### src/rtl/spi_peripheral_if.sv
// SPI pin bundle between an external controller and the spi_peripheral target.
// The master modport is the controller side and the slave modport is the target side.
interface spi_peripheral_if;
   logic ncs;
   logic sclk;
   logic copi;
   logic cipo;

   modport master (output ncs, output sclk, output copi, input cipo);
   modport slave  (input ncs, input sclk, input copi, output cipo);
endinterface

### src/rtl/spi_peripheral.sv
// spi_peripheral: mode-0 SPI target that writes 16-bit frames into the PWM
// configuration register file.
//
// Frame layout, sent MSB first:
//   bit 15      R/W, where 1 means write
//   bits 14:8   register address
//   bits 7:0    data
//
// The SPI pins are asynchronous to clk. Each pin passes through a
// SYNC_STAGES-deep synchronizer. ncs and sclk each have one more flop for
// edge detection.
//
// Optional macro SPI_READBACK_EN enables read frames on cipo.
// When it is undefined, cipo is tied to 0 and read frames are dropped.
module spi_peripheral #(
   parameter int SYNC_STAGES = 2,
   parameter int MAX_ADDR    = 8
) (
   input  logic       clk,
   input  logic       rst_n,
   spi_peripheral_if.slave spi,
   output logic [7:0] reg_en_out,
   output logic [7:0] reg_en_pwm_out,
   output logic [7:0] reg_out_3_0_pwm_chanel,
   output logic [7:0] reg_out_7_4_pwm_chanel,
   output logic [7:0] reg_pwm_gen_1_duty_cycle,
   output logic [7:0] reg_pwm_gen_2_duty_cycle,
   output logic [7:0] reg_pwm_gen_3_duty_cycle,
   output logic [7:0] reg_pwm_gen_4_duty_cycle,
   output logic [3:0] reg_pwm_frequency_divider
);

   localparam logic [6:0] MAX_ADDR_C = 7'(MAX_ADDR);

   typedef enum logic [1:0] {
      ST_IDLE   = 2'd0,
      ST_SHIFT  = 2'd1,
      ST_COMMIT = 2'd2
   } state_t;

   logic [SYNC_STAGES-1:0] ncs_sync_r;
   logic [SYNC_STAGES-1:0] sclk_sync_r;
   logic [SYNC_STAGES-1:0] copi_sync_r;
   logic                   ncs_prev_r;
   logic                   sclk_prev_r;
   logic                   ncs_s;
   logic                   sclk_s;
   logic                   copi_s;
   logic                   ncs_fall_s;
   logic                   ncs_rise_s;
   logic                   sclk_rise_s;
   logic                   write_ok_s;

   state_t      state_r;
   logic [4:0]  cnt_r;
   logic [15:0] shift_r;
   logic        ovf_r;

   logic [7:0]  en_r;
   logic [7:0]  en_pwm_r;
   logic [7:0]  out_3_0_r;
   logic [7:0]  out_7_4_r;
   logic [7:0]  duty1_r;
   logic [7:0]  duty2_r;
   logic [7:0]  duty3_r;
   logic [7:0]  duty4_r;
   logic [3:0]  freq_r;

`ifdef SPI_READBACK_EN
   logic        sclk_fall_s;
   logic [6:0]  rd_addr_s;
   logic [7:0]  rd_data_s;
   logic [7:0]  rd_shift_r;
   logic        rd_hold_r;
   logic        cipo_r;
`endif

   // Synchronize the pins and keep one delayed copy of ncs/sclk for edge detection.
   // The ncs chain resets low. If ncs is already low when reset releases
   // (a frame is in progress), no falling edge is seen, so that frame is
   // ignored.
   always_ff @(posedge clk or negedge rst_n) begin
      if (!rst_n) begin
         ncs_sync_r  <= {SYNC_STAGES{1'b0}};
         sclk_sync_r <= {SYNC_STAGES{1'b0}};
         copi_sync_r <= {SYNC_STAGES{1'b0}};
         ncs_prev_r  <= 1'b0;
         sclk_prev_r <= 1'b0;
      end else begin
         ncs_sync_r  <= {ncs_sync_r[SYNC_STAGES-2:0], spi.ncs};
         sclk_sync_r <= {sclk_sync_r[SYNC_STAGES-2:0], spi.sclk};
         copi_sync_r <= {copi_sync_r[SYNC_STAGES-2:0], spi.copi};
         ncs_prev_r  <= ncs_sync_r[SYNC_STAGES-1];
         sclk_prev_r <= sclk_sync_r[SYNC_STAGES-1];
      end
   end

   assign ncs_s       = ncs_sync_r[SYNC_STAGES-1];
   assign sclk_s      = sclk_sync_r[SYNC_STAGES-1];
   assign copi_s      = copi_sync_r[SYNC_STAGES-1];
   assign ncs_fall_s  = ncs_prev_r & ~ncs_s;
   assign ncs_rise_s  = ~ncs_prev_r & ncs_s;
   assign sclk_rise_s = ~sclk_prev_r & sclk_s;

   // A frame commits only if it is a complete, non-overflowed write to a valid address.
   assign write_ok_s = (cnt_r == 5'd16) && !ovf_r && shift_r[15] &&
                       (shift_r[14:8] <= MAX_ADDR_C);

`ifdef SPI_READBACK_EN
   assign sclk_fall_s = sclk_prev_r & ~sclk_s;
   // The address is complete when the 8th bit arrives. That bit is still on copi_s.
   assign rd_addr_s   = {shift_r[5:0], copi_s};

   // Select the register being read. Out-of-range addresses read as zero.
   always_comb begin
      rd_data_s = 8'd0;
      if (rd_addr_s <= MAX_ADDR_C) begin
         case (rd_addr_s)
            7'd0:    rd_data_s = en_r;
            7'd1:    rd_data_s = en_pwm_r;
            7'd2:    rd_data_s = out_3_0_r;
            7'd3:    rd_data_s = out_7_4_r;
            7'd4:    rd_data_s = duty1_r;
            7'd5:    rd_data_s = duty2_r;
            7'd6:    rd_data_s = duty3_r;
            7'd7:    rd_data_s = duty4_r;
            7'd8:    rd_data_s = {4'd0, freq_r};
            default: rd_data_s = 8'd0;
         endcase
      end else begin
         rd_data_s = 8'd0;
      end
   end

   assign spi.cipo = cipo_r;
`else
   assign spi.cipo = 1'b0;
`endif

   // Frame FSM: IDLE waits for ncs to fall, SHIFT collects bits, COMMIT writes one register.
   always_ff @(posedge clk or negedge rst_n) begin
      if (!rst_n) begin
         state_r   <= ST_IDLE;
         cnt_r     <= 5'd0;
         shift_r   <= 16'd0;
         ovf_r     <= 1'b0;
         en_r      <= 8'd0;
         en_pwm_r  <= 8'd0;
         out_3_0_r <= 8'd0;
         out_7_4_r <= 8'd0;
         duty1_r   <= 8'd0;
         duty2_r   <= 8'd0;
         duty3_r   <= 8'd0;
         duty4_r   <= 8'd0;
         freq_r    <= 4'd0;
`ifdef SPI_READBACK_EN
         rd_shift_r <= 8'd0;
         rd_hold_r  <= 1'b0;
         cipo_r     <= 1'b0;
`endif
      end else begin
         case (state_r)
            ST_IDLE: begin
`ifdef SPI_READBACK_EN
               cipo_r <= 1'b0;
`endif
               if (ncs_fall_s) begin
                  cnt_r   <= 5'd0;
                  shift_r <= 16'd0;
                  ovf_r   <= 1'b0;
`ifdef SPI_READBACK_EN
                  rd_shift_r <= 8'd0;
                  rd_hold_r  <= 1'b0;
`endif
                  state_r <= ST_SHIFT;
               end else begin
                  state_r <= ST_IDLE;
               end
            end
            ST_SHIFT: begin
               // When ncs rises in the same cycle as an sclk edge, the ncs edge wins.
               if (ncs_rise_s) begin
                  state_r <= ST_COMMIT;
               end else if (sclk_rise_s) begin
                  if (cnt_r == 5'd16) begin
                     ovf_r <= 1'b1;
                  end else begin
                     shift_r <= {shift_r[14:0], copi_s};
                     cnt_r   <= cnt_r + 5'd1;
`ifdef SPI_READBACK_EN
                     // On the 8th bit of a read frame, load the addressed register.
                     // The first falling edge after the load is skipped, so the
                     // MSB is sampled on rising edge 9.
                     if ((cnt_r == 5'd7) && !shift_r[6]) begin
                        cipo_r     <= rd_data_s[7];
                        rd_shift_r <= {rd_data_s[6:0], 1'b0};
                        rd_hold_r  <= 1'b1;
                     end else begin
                        rd_hold_r  <= rd_hold_r;
                     end
`endif
                  end
`ifdef SPI_READBACK_EN
               end else if (sclk_fall_s) begin
                  if (rd_hold_r) begin
                     rd_hold_r <= 1'b0;
                  end else begin
                     cipo_r     <= rd_shift_r[7];
                     rd_shift_r <= {rd_shift_r[6:0], 1'b0};
                  end
`endif
               end else begin
                  state_r <= ST_SHIFT;
               end
            end
            ST_COMMIT: begin
               if (write_ok_s) begin
                  case (shift_r[14:8])
                     7'd0:    en_r      <= shift_r[7:0];
                     7'd1:    en_pwm_r  <= shift_r[7:0];
                     7'd2:    out_3_0_r <= shift_r[7:0];
                     7'd3:    out_7_4_r <= shift_r[7:0];
                     7'd4:    duty1_r   <= shift_r[7:0];
                     7'd5:    duty2_r   <= shift_r[7:0];
                     7'd6:    duty3_r   <= shift_r[7:0];
                     7'd7:    duty4_r   <= shift_r[7:0];
                     7'd8:    freq_r    <= shift_r[3:0];
                     default: en_r      <= en_r;
                  endcase
               end else begin
                  en_r <= en_r;
               end
               state_r <= ST_IDLE;
            end
            default: begin
               state_r <= ST_IDLE;
            end
         endcase
      end
   end

   assign reg_en_out                = en_r;
   assign reg_en_pwm_out            = en_pwm_r;
   assign reg_out_3_0_pwm_chanel    = out_3_0_r;
   assign reg_out_7_4_pwm_chanel    = out_7_4_r;
   assign reg_pwm_gen_1_duty_cycle  = duty1_r;
   assign reg_pwm_gen_2_duty_cycle  = duty2_r;
   assign reg_pwm_gen_3_duty_cycle  = duty3_r;
   assign reg_pwm_gen_4_duty_cycle  = duty4_r;
   assign reg_pwm_frequency_divider = freq_r;

endmodule

### src/flat_wrapper.sv
// flat-port wrapper written by rule: the top's interface ports become plain ports
module spi_peripheral_flat 
#(
   parameter int SYNC_STAGES = 2,
   parameter int MAX_ADDR    = 8
)
  (clk, rst_n, reg_en_out, reg_en_pwm_out, reg_out_3_0_pwm_chanel, reg_out_7_4_pwm_chanel, reg_pwm_gen_1_duty_cycle, reg_pwm_gen_2_duty_cycle, reg_pwm_gen_3_duty_cycle, reg_pwm_gen_4_duty_cycle, reg_pwm_frequency_divider, spi_ncs, spi_sclk, spi_copi, spi_cipo);
  spi_peripheral_if spi_i ();
  input  logic clk;
  input  logic rst_n;
  output logic [7:0] reg_en_out;
  output logic [7:0] reg_en_pwm_out;
  output logic [7:0] reg_out_3_0_pwm_chanel;
  output logic [7:0] reg_out_7_4_pwm_chanel;
  output logic [7:0] reg_pwm_gen_1_duty_cycle;
  output logic [7:0] reg_pwm_gen_2_duty_cycle;
  output logic [7:0] reg_pwm_gen_3_duty_cycle;
  output logic [7:0] reg_pwm_gen_4_duty_cycle;
  output logic [3:0] reg_pwm_frequency_divider;
  input wire logic [$bits(spi_i.ncs)-1:0] spi_ncs;
  input wire logic [$bits(spi_i.sclk)-1:0] spi_sclk;
  input wire logic [$bits(spi_i.copi)-1:0] spi_copi;
  output wire logic [$bits(spi_i.cipo)-1:0] spi_cipo;
  assign spi_i.ncs = spi_ncs;
  assign spi_i.sclk = spi_sclk;
  assign spi_i.copi = spi_copi;
  assign spi_cipo = spi_i.cipo;
  spi_peripheral #(.SYNC_STAGES(SYNC_STAGES), .MAX_ADDR(MAX_ADDR)) u_core (.clk(clk), .rst_n(rst_n), .spi(spi_i), .reg_en_out(reg_en_out), .reg_en_pwm_out(reg_en_pwm_out), .reg_out_3_0_pwm_chanel(reg_out_3_0_pwm_chanel), .reg_out_7_4_pwm_chanel(reg_out_7_4_pwm_chanel), .reg_pwm_gen_1_duty_cycle(reg_pwm_gen_1_duty_cycle), .reg_pwm_gen_2_duty_cycle(reg_pwm_gen_2_duty_cycle), .reg_pwm_gen_3_duty_cycle(reg_pwm_gen_3_duty_cycle), .reg_pwm_gen_4_duty_cycle(reg_pwm_gen_4_duty_cycle), .reg_pwm_frequency_divider(reg_pwm_frequency_divider));
endmodule
### config.mk
export PLATFORM = sky130hd
export DESIGN_NAME = spi_peripheral_flat
export DESIGN_NICKNAME = d
export VERILOG_FILES = /design/src/rtl/spi_peripheral_if.sv /design/src/rtl/spi_peripheral.sv /design/src/flat_wrapper.sv
export SDC_FILE = /design/constraint.sdc
export NUM_CORES = 1
export LEC_CHECK = 0
export BUFFER_PORTS_ARGS = -buffer_cell sky130_fd_sc_hd__buf_2
export CAP_MARGIN = 15
export CORE_MARGIN = 2
export CORE_UTILIZATION = 55
export CTS_CLUSTER_SIZE = 16
export DETAILED_ROUTE_END_ITERATION = 12
export HOLD_SLACK_MARGIN = 0.08
export PLACE_DENSITY = 0.75
export SLEW_MARGIN = 30
export SYNTH_ARGS = -nofsm -noshare
export SYNTH_HDL_FRONTEND = slang
export SYNTH_SLANG_ARGS = --single-unit
### constraint.sdc
create_clock -name clk -period 3.01 [get_ports clk]
set_input_delay 0.1505 -clock clk [delete_from_list [all_inputs] [get_ports clk]]
set_output_delay 0.1505 -clock clk [all_outputs]
set_load 0.1 [all_outputs]
# After elaboration in Yosys (flattened, before gate mapping)
# Index checks and enable logic that the tools add are counted.
[word_totals]
latchBits = 0
regBits = 100
mem_bits_ro = 0
output_inout_bits = 69
word_cells = 80
ramBits = 0
in_bits = 5
n_memories = 0
[classes]
order_cmp = 1
shifts = 0
mux = 19
n_eq_ne = 17
div = 0
add_sub_neg = 1
bitwise = 6
mul = 0
reduce_logical = 18
[ops]
columns = ["op", "n"]
rows = [
  ["16-bit two-way mux", 4],
  ["16-bit one-hot mux with 2 select lines", 1],
  ["7-bit by 3-bit equality test with 1-bit output, second input constant", 4],
  ["3-bit AND reduction", 9],
  ["5-bit two-way mux", 4],
  ["7-bit by 2-bit equality test with 1-bit output, second input constant", 2],
  ["5-bit one-hot mux with 2 select lines", 1],
  ["5-bit AND reduction", 2],
  ["7-bit by 1-bit equality test with 1-bit output, second input constant", 1],
  ["7-bit by 4-bit equality test with 1-bit output, second input constant", 1],
  ["7-bit by 4-bit <= comparator with 1-bit output, second input constant", 1],
  ["7-bit logical NOT", 1],
  ["2-bit by 1-bit inequality test with 1-bit output, second input constant", 3],
  ["5-bit by 1-bit adder with 5-bit output, second input constant", 1],
  ["5-bit equality test, second input constant", 1],
  ["1-bit two-way mux", 5],
  ["2-bit two-way mux", 2],
  ["2-bit inequality test, second input constant", 2],
  ["2-bit one-hot mux with 2 select lines", 1],
  ["1-bit bitwise AND", 3],
  ["1-bit logical AND", 3],
  ["3-bit by 2-bit inequality test with 1-bit output, second input constant", 1],
  ["1-bit inverter", 3],
  ["2-bit by 1-bit equality test with 1-bit output, second input constant", 1],
  ["5 further kinds", 5],
]

# Depth between registers and ports, before layout
# Gate-level depths: netlist of run 1.
[logic_depth]
word_depth = 5
depth_mapped = 7
depth_no_buf = 6

# Least setup slack after synthesis of run 1
# No wires, ideal clock.
[synth_timing]
path_kind = "reg-to-reg"
startpoint = "reg u_core.cnt_r[0]"
endpoint = "reg u_core.out_3_0_r[0], in the netlist u_core.reg_out_3_0_pwm_chanel[0]"
setup_slack_ns = 0.974
arrival_time_ns = 1.911
required_time_ns = 2.885
setup_ns = 0.125
path_buffers = 1
path_stages_with_launch = 8
synth_period_minus_slack_ns = 2.036
cell_sequence = "dfrtp_1 -> inv_1 -> ha_1 -> and4bb_1 -> inv_2 -> or4_1 -> buf_6 -> mux2_4"
[synth_via]
elab_chain_len = 5
[synth_rtl]
columns = ["item", "line_no", "text"]
rows = [
  ["start: declaration", "spi_peripheral.sv:55", "logic [4:0] cnt_r;"],
  ["start signal: assignment", "spi_peripheral.sv:189", "cnt_r <= cnt_r + 5'd1;"],
  ["5-bit equality test", "spi_peripheral.sv:106", "assign write_ok_s = (cnt_r == 5'd16) && !ovf_r && shift_r[15] &&"],
  ["1-bit logical AND (3 in a row)", "spi_peripheral.sv:106", ""],
  ["3-bit AND reduction (no line)", "-", ""],
  ["end signal: assignment", "spi_peripheral.sv:221", "7'd2: out_3_0_r <= shift_r[7:0];"],
  ["end: declaration", "spi_peripheral.sv:61", "logic [7:0] out_3_0_r;"],
]
# No other way between the ends.
# A chain may end at the register's enable or synchronous reset.

# Final worst setup path of run 1
[layout_timing]
startpoint = "reg u_core.cnt_r[0]"
endpoint = "reg u_core.en_pwm_r[2], in the netlist u_core.reg_en_pwm_out[2]"
[layout_via]
elab_chain_len = 5
[layout_rtl]
columns = ["item", "line_no", "text"]
rows = [
  ["5-bit equality test", "spi_peripheral.sv:106", ""],
  ["1-bit logical AND (3 in a row)", "spi_peripheral.sv:106", ""],
  ["3-bit AND reduction (no line)", "-", ""],
  ["end signal: assignment", "spi_peripheral.sv:220", "7'd1: en_pwm_r <= shift_r[7:0];"],
  ["end: declaration", "spi_peripheral.sv:60", "logic [7:0] en_pwm_r;"],
]
# No other way between the ends.

==> results of run 1 <==
-- power by group --
part	switching [mW]	leakage, nW	total, mW	internal [mW]
clock	0.445	0.0957	0.792	0.347
combinational	0.0653	1.17	0.106	0.0406
sequential	0.0492	1.37	1.41	1.37
total	0.560	2.64	2.31	1.75
-- worst paths after layout --
path                                       start                                to  slack, ps  depth (start not counted)
max                              u_core.cnt_r[0]          u_core.reg_en_pwm_out[2]        630                          6
min                        u_core.copi_sync_r[0]             u_core.copi_sync_r[1]        350                          0
max reg2reg                      u_core.cnt_r[0]          u_core.reg_en_pwm_out[2]        630                          6
min reg2reg                u_core.copi_sync_r[0]             u_core.copi_sync_r[1]        350                          0
max in group asynchronous                  rst_n                 u_core.shift_r[4]       1970                          3
min in group asynchronous                  rst_n  u_core.reg_out_3_0_pwm_chanel[3]        380                          2
-- repair_timing --
item	4_1_cts	5_1_grt
hold buffers	4	0
setup endpoints to repair	0	0
endpoints found under the hold margin	76	0
-- cells by family after synthesis --
| logic type | Yosys count |
|---|---|
| simple gates | 37 |
| flops | 100 |
| mux | 69 |
| other cells | 1 |
| buf+inv | 26 |
| compound gates | 28 |
| fa+ha+maj | 2 |
-- area by class of cell --
cell class | count | area [um2]
clock inverter | 5 | 35.0
tap | 99 | 124
multi-input combinational | 137 | 1470
fill | 548 | 2520
sequential | 100 | 2500
clock buffer | 11 | 151
timing repair buffer | 80 | 437
inverter | 4 | 15.0
-- through the flow --
stage | cell area [um2] | utilization [%]
floorplan | 4110 | -
global placement | 4500 | 62.0
detailed placement | 4500 | 62.0
CTS | 4730 | 65.2
global route | 4730 | 65.2
finish | 4730 | 65.2
-- cells in the mapped netlist, drive strengths merged (4+ instances only) --
master    n
inv       4
nand2     4
buf      14
clkbuf    8
a22o     17
or4       8
mux2     68
dfrtp   100
nand2b    6
nand3     5
-- critical path: cells and delay by family (launching register included) --
family	cells	cell delay [ps]
AND/OR/NAND/NOR	2	1100
flip-flops	1	440
multiplexers	1	390
buffers and inverters	2	200
adder cells (fa/ha/maj)	1	130
-- layer usage --
| metal | part of all wire (%) | track usage (%) | wire [um] |
|---|---|---|---|
| met3 | 5.4 | 6.43 | 411 |
| met1 | 46 | 26.7 | 3500 |
| met2 | 48 | 30.8 | 3660 |
| met4 | 0.41 | 3.85 | 31 |
| met5 | 0 | 0 | 0 |
==> impl_metrics.toml, run 1 <==
[cts]
cts_resized = 0
htree_levels = 3
cts_buffers = 9
clock_path_buffers = 2
clock-sinks = 100
cts-root-buf = "clkbuf_8"
post_cts_buffers = 0
clkLatencyLatePin_ps = 360
tritoncts = "done"
cts.clk_slew.worst_paths_ps = 90

[timing]
drv_slew = 0
worst_slew_pin_slew_ps = 652
finalHoldViolations = 0
fin_setup_tns_ps = 0
setup_violations = 0
clock.fmax_mhz = 421
fin_ws_ps = 634
max_slew_margin_pct = 56.5
fin_crit_sh_pct = 78.9
finalCriticalPeriod_ps = 2380
finClkSkew_ps = 8.00
rsz0062_at_grt = "false"
hold_slack_ps = 353

[critical_path]
cp_max_fo = 10
critPathSlowestCell = "or4_1"
critPathCaptureType = "flip-flop"
path_cells = "inv_1 > ha_1 > and4bb_1 > inv_2 > or4_1 > mux2_4"
critical-path-max-stage-delay_ps = 810
cp-start-kind = "flip-flop"
cp_data_arrival_time_ps = 2620
cp.required_ps = 3250
worstSetupPathType = "reg -> reg"

[finish]
fin_cells = 436
largest_reg_flops = 16
layout_commonest_cell = "dfrtp_1"
num_antenna_cells = 0
area_delta_synth_final_pct = 15.2
layout_common_cells = "dfrtp_1 (100), buf_2 (71), mux2_4 (40)"
regMostFlops = "u_core.shift_r"
drive_gt1_share_pct = 50.4
fin_nets = 339

[drt]
dr.pass1.iters = 4
wl_per_cell_um = 17.4
num_vias = 2389
routed_wl_mm = 7.60
drt-initial-drc-count = 109
drcViolationCount = 0
ant_nets = 0
viasPerCell = 5.48

[place]
post-dp-hpwl_mm = 5.13
pre_cts_ws_ps = 649
portBuffers = 72
dp.cells = 416
globalplace.congestion = 0.749

[grt]
grt_first_pass_wirelength_mm = 12.4
grt_pass1_vias = 2343
overflow = 0
grt_util_all_layers_pct = 19.5
grt_start_max_net_pins = 76
antenna_found_initial = 0

[logic_synthesis]
synth-adder-area-share_pct = 0.610
synth_compound_area_share_pct = 5.58
yosys.area.top_type = "dfrtp_1"
synth_ff_type = "dfrtp_1"
syn_area_um2 = 4110
synth-xor-area-share_pct = 0
synth_simple_gate_area_share_pct = 6.71
syn-mean-instance-area_um2 = 15.6
synth_nets = 270
yosysSeqAreaShare_pct = 61.0
synth.ff_latch_count = 100
synth.top_cell.area_share_pct = 61.0
synth_mux_area_share_pct = 22.6
ys_async_sr_fraction_pct = 100
synth_cell_type_count = 40
synth-edff-count = 0
syn-instance-count = 263
ys_warn_count = 0
synth_top_family_by_area = "multiplexers"
synthTopCellsByArea = "dfrtp_1 (61%), mux2_4 (15%), mux2_2 (7.7%)"

[power]
power.total_mw = 2.31
ir_worst_vdd_mv = 0.345
power_leakage_nw = 2.64
powerDensity_nw_per_um2 = 489

[status]
run_status = "finished clean"

[floorplanning]
die_area_um2 = 8170
num_rows = 31
die_height_um = 90.4
core_area_um2 = 7250
die_w_um = 90.4
start_util_pct = 56.6
io_pins = 74

[hold_path]
worstHoldPathType = "reg -> reg"

[flow_run]
drv_cap = 0
Note: power is estimated with default switching activity, not from simulation.
==> run 2, diff against run 1 <==
clock period = 2.41 ns   (was 3.01 ns; I/O delays follow)
==> run 2 against run 1 <==
Count of clock-buffer cells in the layout unchanged. Via count fell by 0.17%. Die area stayed put. Critical path depth is the same. Total power rose by 21%. Highest routed layer unchanged. Largest power group unchanged. Sequential cell count unchanged. Combinational power increased by 24%. Global-route usage grew 0.44 points. Clock skew is 1.5 ps lower. Non-clock buffer count is 3 higher. Wire length is 1.3% higher. First-iteration DRC count fell by 44%. Largest cell class unchanged. Critical endpoint is now u_core.reg_en_out[0].
==> impl_metrics.toml, run 2 (same netlist as run 1, synthesis figures left out) <==
[floorplanning]
die_height_um = 90.4
start_util_pct = 56.6
io_pins = 74
num_rows = 31
core_area_um2 = 7250
die_area_um2 = 8170
die_w_um = 90.4

[critical_path]
cp_max_fo = 10
cp-start-kind = "flip-flop"
worstSetupPathType = "reg -> reg"
cp_data_arrival_time_ps = 2500
critPathCaptureType = "flip-flop"
cp.required_ps = 2650

[finish]
layout_common_cells = "dfrtp_1 (100), buf_2 (71), mux2_4 (40)"
regMostFlops = "u_core.shift_r"
area_delta_synth_final_pct = 15.3
largest_reg_flops = 16
fill_cells = 544
drive_gt1_share_pct = 50.1
num_antenna_cells = 0
fin_nets = 342
layout_commonest_cell = "dfrtp_1"

[cts]
clock-sinks = 100
cts-root-buf = "clkbuf_8"
cts_buffers = 9
htree_levels = 3
tritoncts = "done"
cts.hold.buffers_added = 4
cts.clk_slew.worst_paths_ps = 90
clkLatencyLatePin_ps = 350
post_cts_buffers = 0
clock_path_buffers = 2
cts_resized = 0

[place]
portBuffers = 72
pre_cts_ws_ps = 182
post-dp-hpwl_mm = 5.16
globalplace.congestion = 0.733

[power]
switching_share_pct = 24.3
clockPowerShare_pct = 32.3
pwr-share-seq_pct = 63.0
p_int_mw = 2.13
p_comb_share_pct = 4.7
ir_worst_vdd_mv = 0.356
power_leakage_nw = 2.64
power.total_mw = 2.81
p_sw_mw = 0.683
powerDensity_nw_per_um2 = 594

[drt]
drcViolationCount = 0
dr.pass1.iters = 4
ant_nets = 0
drt-initial-drc-count = 61
viasPerCell = 5.45
num_vias = 2385
routed_wl_mm = 7.70
wl_per_cell_um = 17.6

[grt]
grt_start_max_net_pins = 58
grt_first_pass_wirelength_mm = 12.6
overflow = 0
grt_pass1_vias = 2364
antenna_found_initial = 0
grt_util_all_layers_pct = 19.9

[timing]
drv_slew = 0
finClkSkew_ps = 6.47
fin_setup_tns_ps = 0
finalCriticalPeriod_ps = 2260
worst_slew_pin_slew_ps = 597
finalHoldViolations = 0
max_slew_margin_pct = 60.2
fin_crit_sh_pct = 93.7
setup_violations = 0
clock.fmax_mhz = 443
rsz0062_at_grt = "false"
fin_ws_ps = 152

[hold_path]
worstHoldPathType = "in -> async"

[status]
run_status = "finished clean"

[flow_run]
drv_cap = 0
run 2: changes by cell type in the layout (fill, tap and decap cells not counted), sizes merged:
cell    before  now
clkinv       3    2
buf         76   79
run 2: metrics by stage:
stage	hold slack [ps]	instances	instance area (um2)	util, %
2_1_floorplan	-175	263	4110	-
3_3_place_gp	148	419	4530	62.5
3_5_place_dp	151	419	4530	62.5
4_1_cts	311	438	4730	65.2
5_1_grt	334	438	4730	65.2
6_report	300	438	4730	65.2
run 2: path summary, 6_finish.rpt:
kind / start / end / slack [ps] / cells after the start
min in group clk: u_core.sclk_sync_r[0] / u_core.sclk_sync_r[1] / 350 / 0
min reg2reg: u_core.sclk_sync_r[0] / u_core.sclk_sync_r[1] / 350 / 0
max in group asynchronous: rst_n / u_core.shift_r[5] / 1440 / 3
min: rst_n / u_core.reg_out_3_0_pwm_chanel[3] / 300 / 2
max: u_core.cnt_r[0] / u_core.reg_en_out[0] / 150 / 6
max reg2reg: u_core.cnt_r[0] / u_core.reg_en_out[0] / 150 / 6
run 2: power by group through the flow:
| stage | Sequential [mW] | Clock [mW] | Combinational, mW |
|---|---|---|---|
| after floorplan | 1.76 | 0 | 0.0962 |
| after global placement | 1.80 | 0 | 0.125 |
| after detailed placement | 1.80 | 0 | 0.128 |
| after CTS | 1.77 | 0.932 | 0.134 |
| after global routing | 1.78 | 1.00 | 0.151 |
| final | 1.77 | 0.908 | 0.131 |
run 2: critical path, stage by stage (launching register included):
cell	delay [ps]
dfrtp_1	440
inv_1	80
ha_1	130
and4bb_1	310
inv_2	120
or4_1	720
mux2_2	340
run 2: cell type report:
type                            instances  area (um2)  share of cell area, %
Tap cell                               99         124                   2.62
Timing Repair Buffer                   83         468                   9.89
Clock buffer                           11         131                   2.78
Clock inverter                          4        26.3                  0.555
Multi-Input combinational cell        137        1470                   31.0
Inverter                                4        15.0                  0.317
Sequential cell                       100        2500                   52.9
run 2: layer usage:
layer / routed length (um) / global-route usage [%]
met3: 292 / 3.59
met4: 121 / 8.46
met1: 3780 / 28.8
met2: 3500 / 29.9
met5: 0 / 0
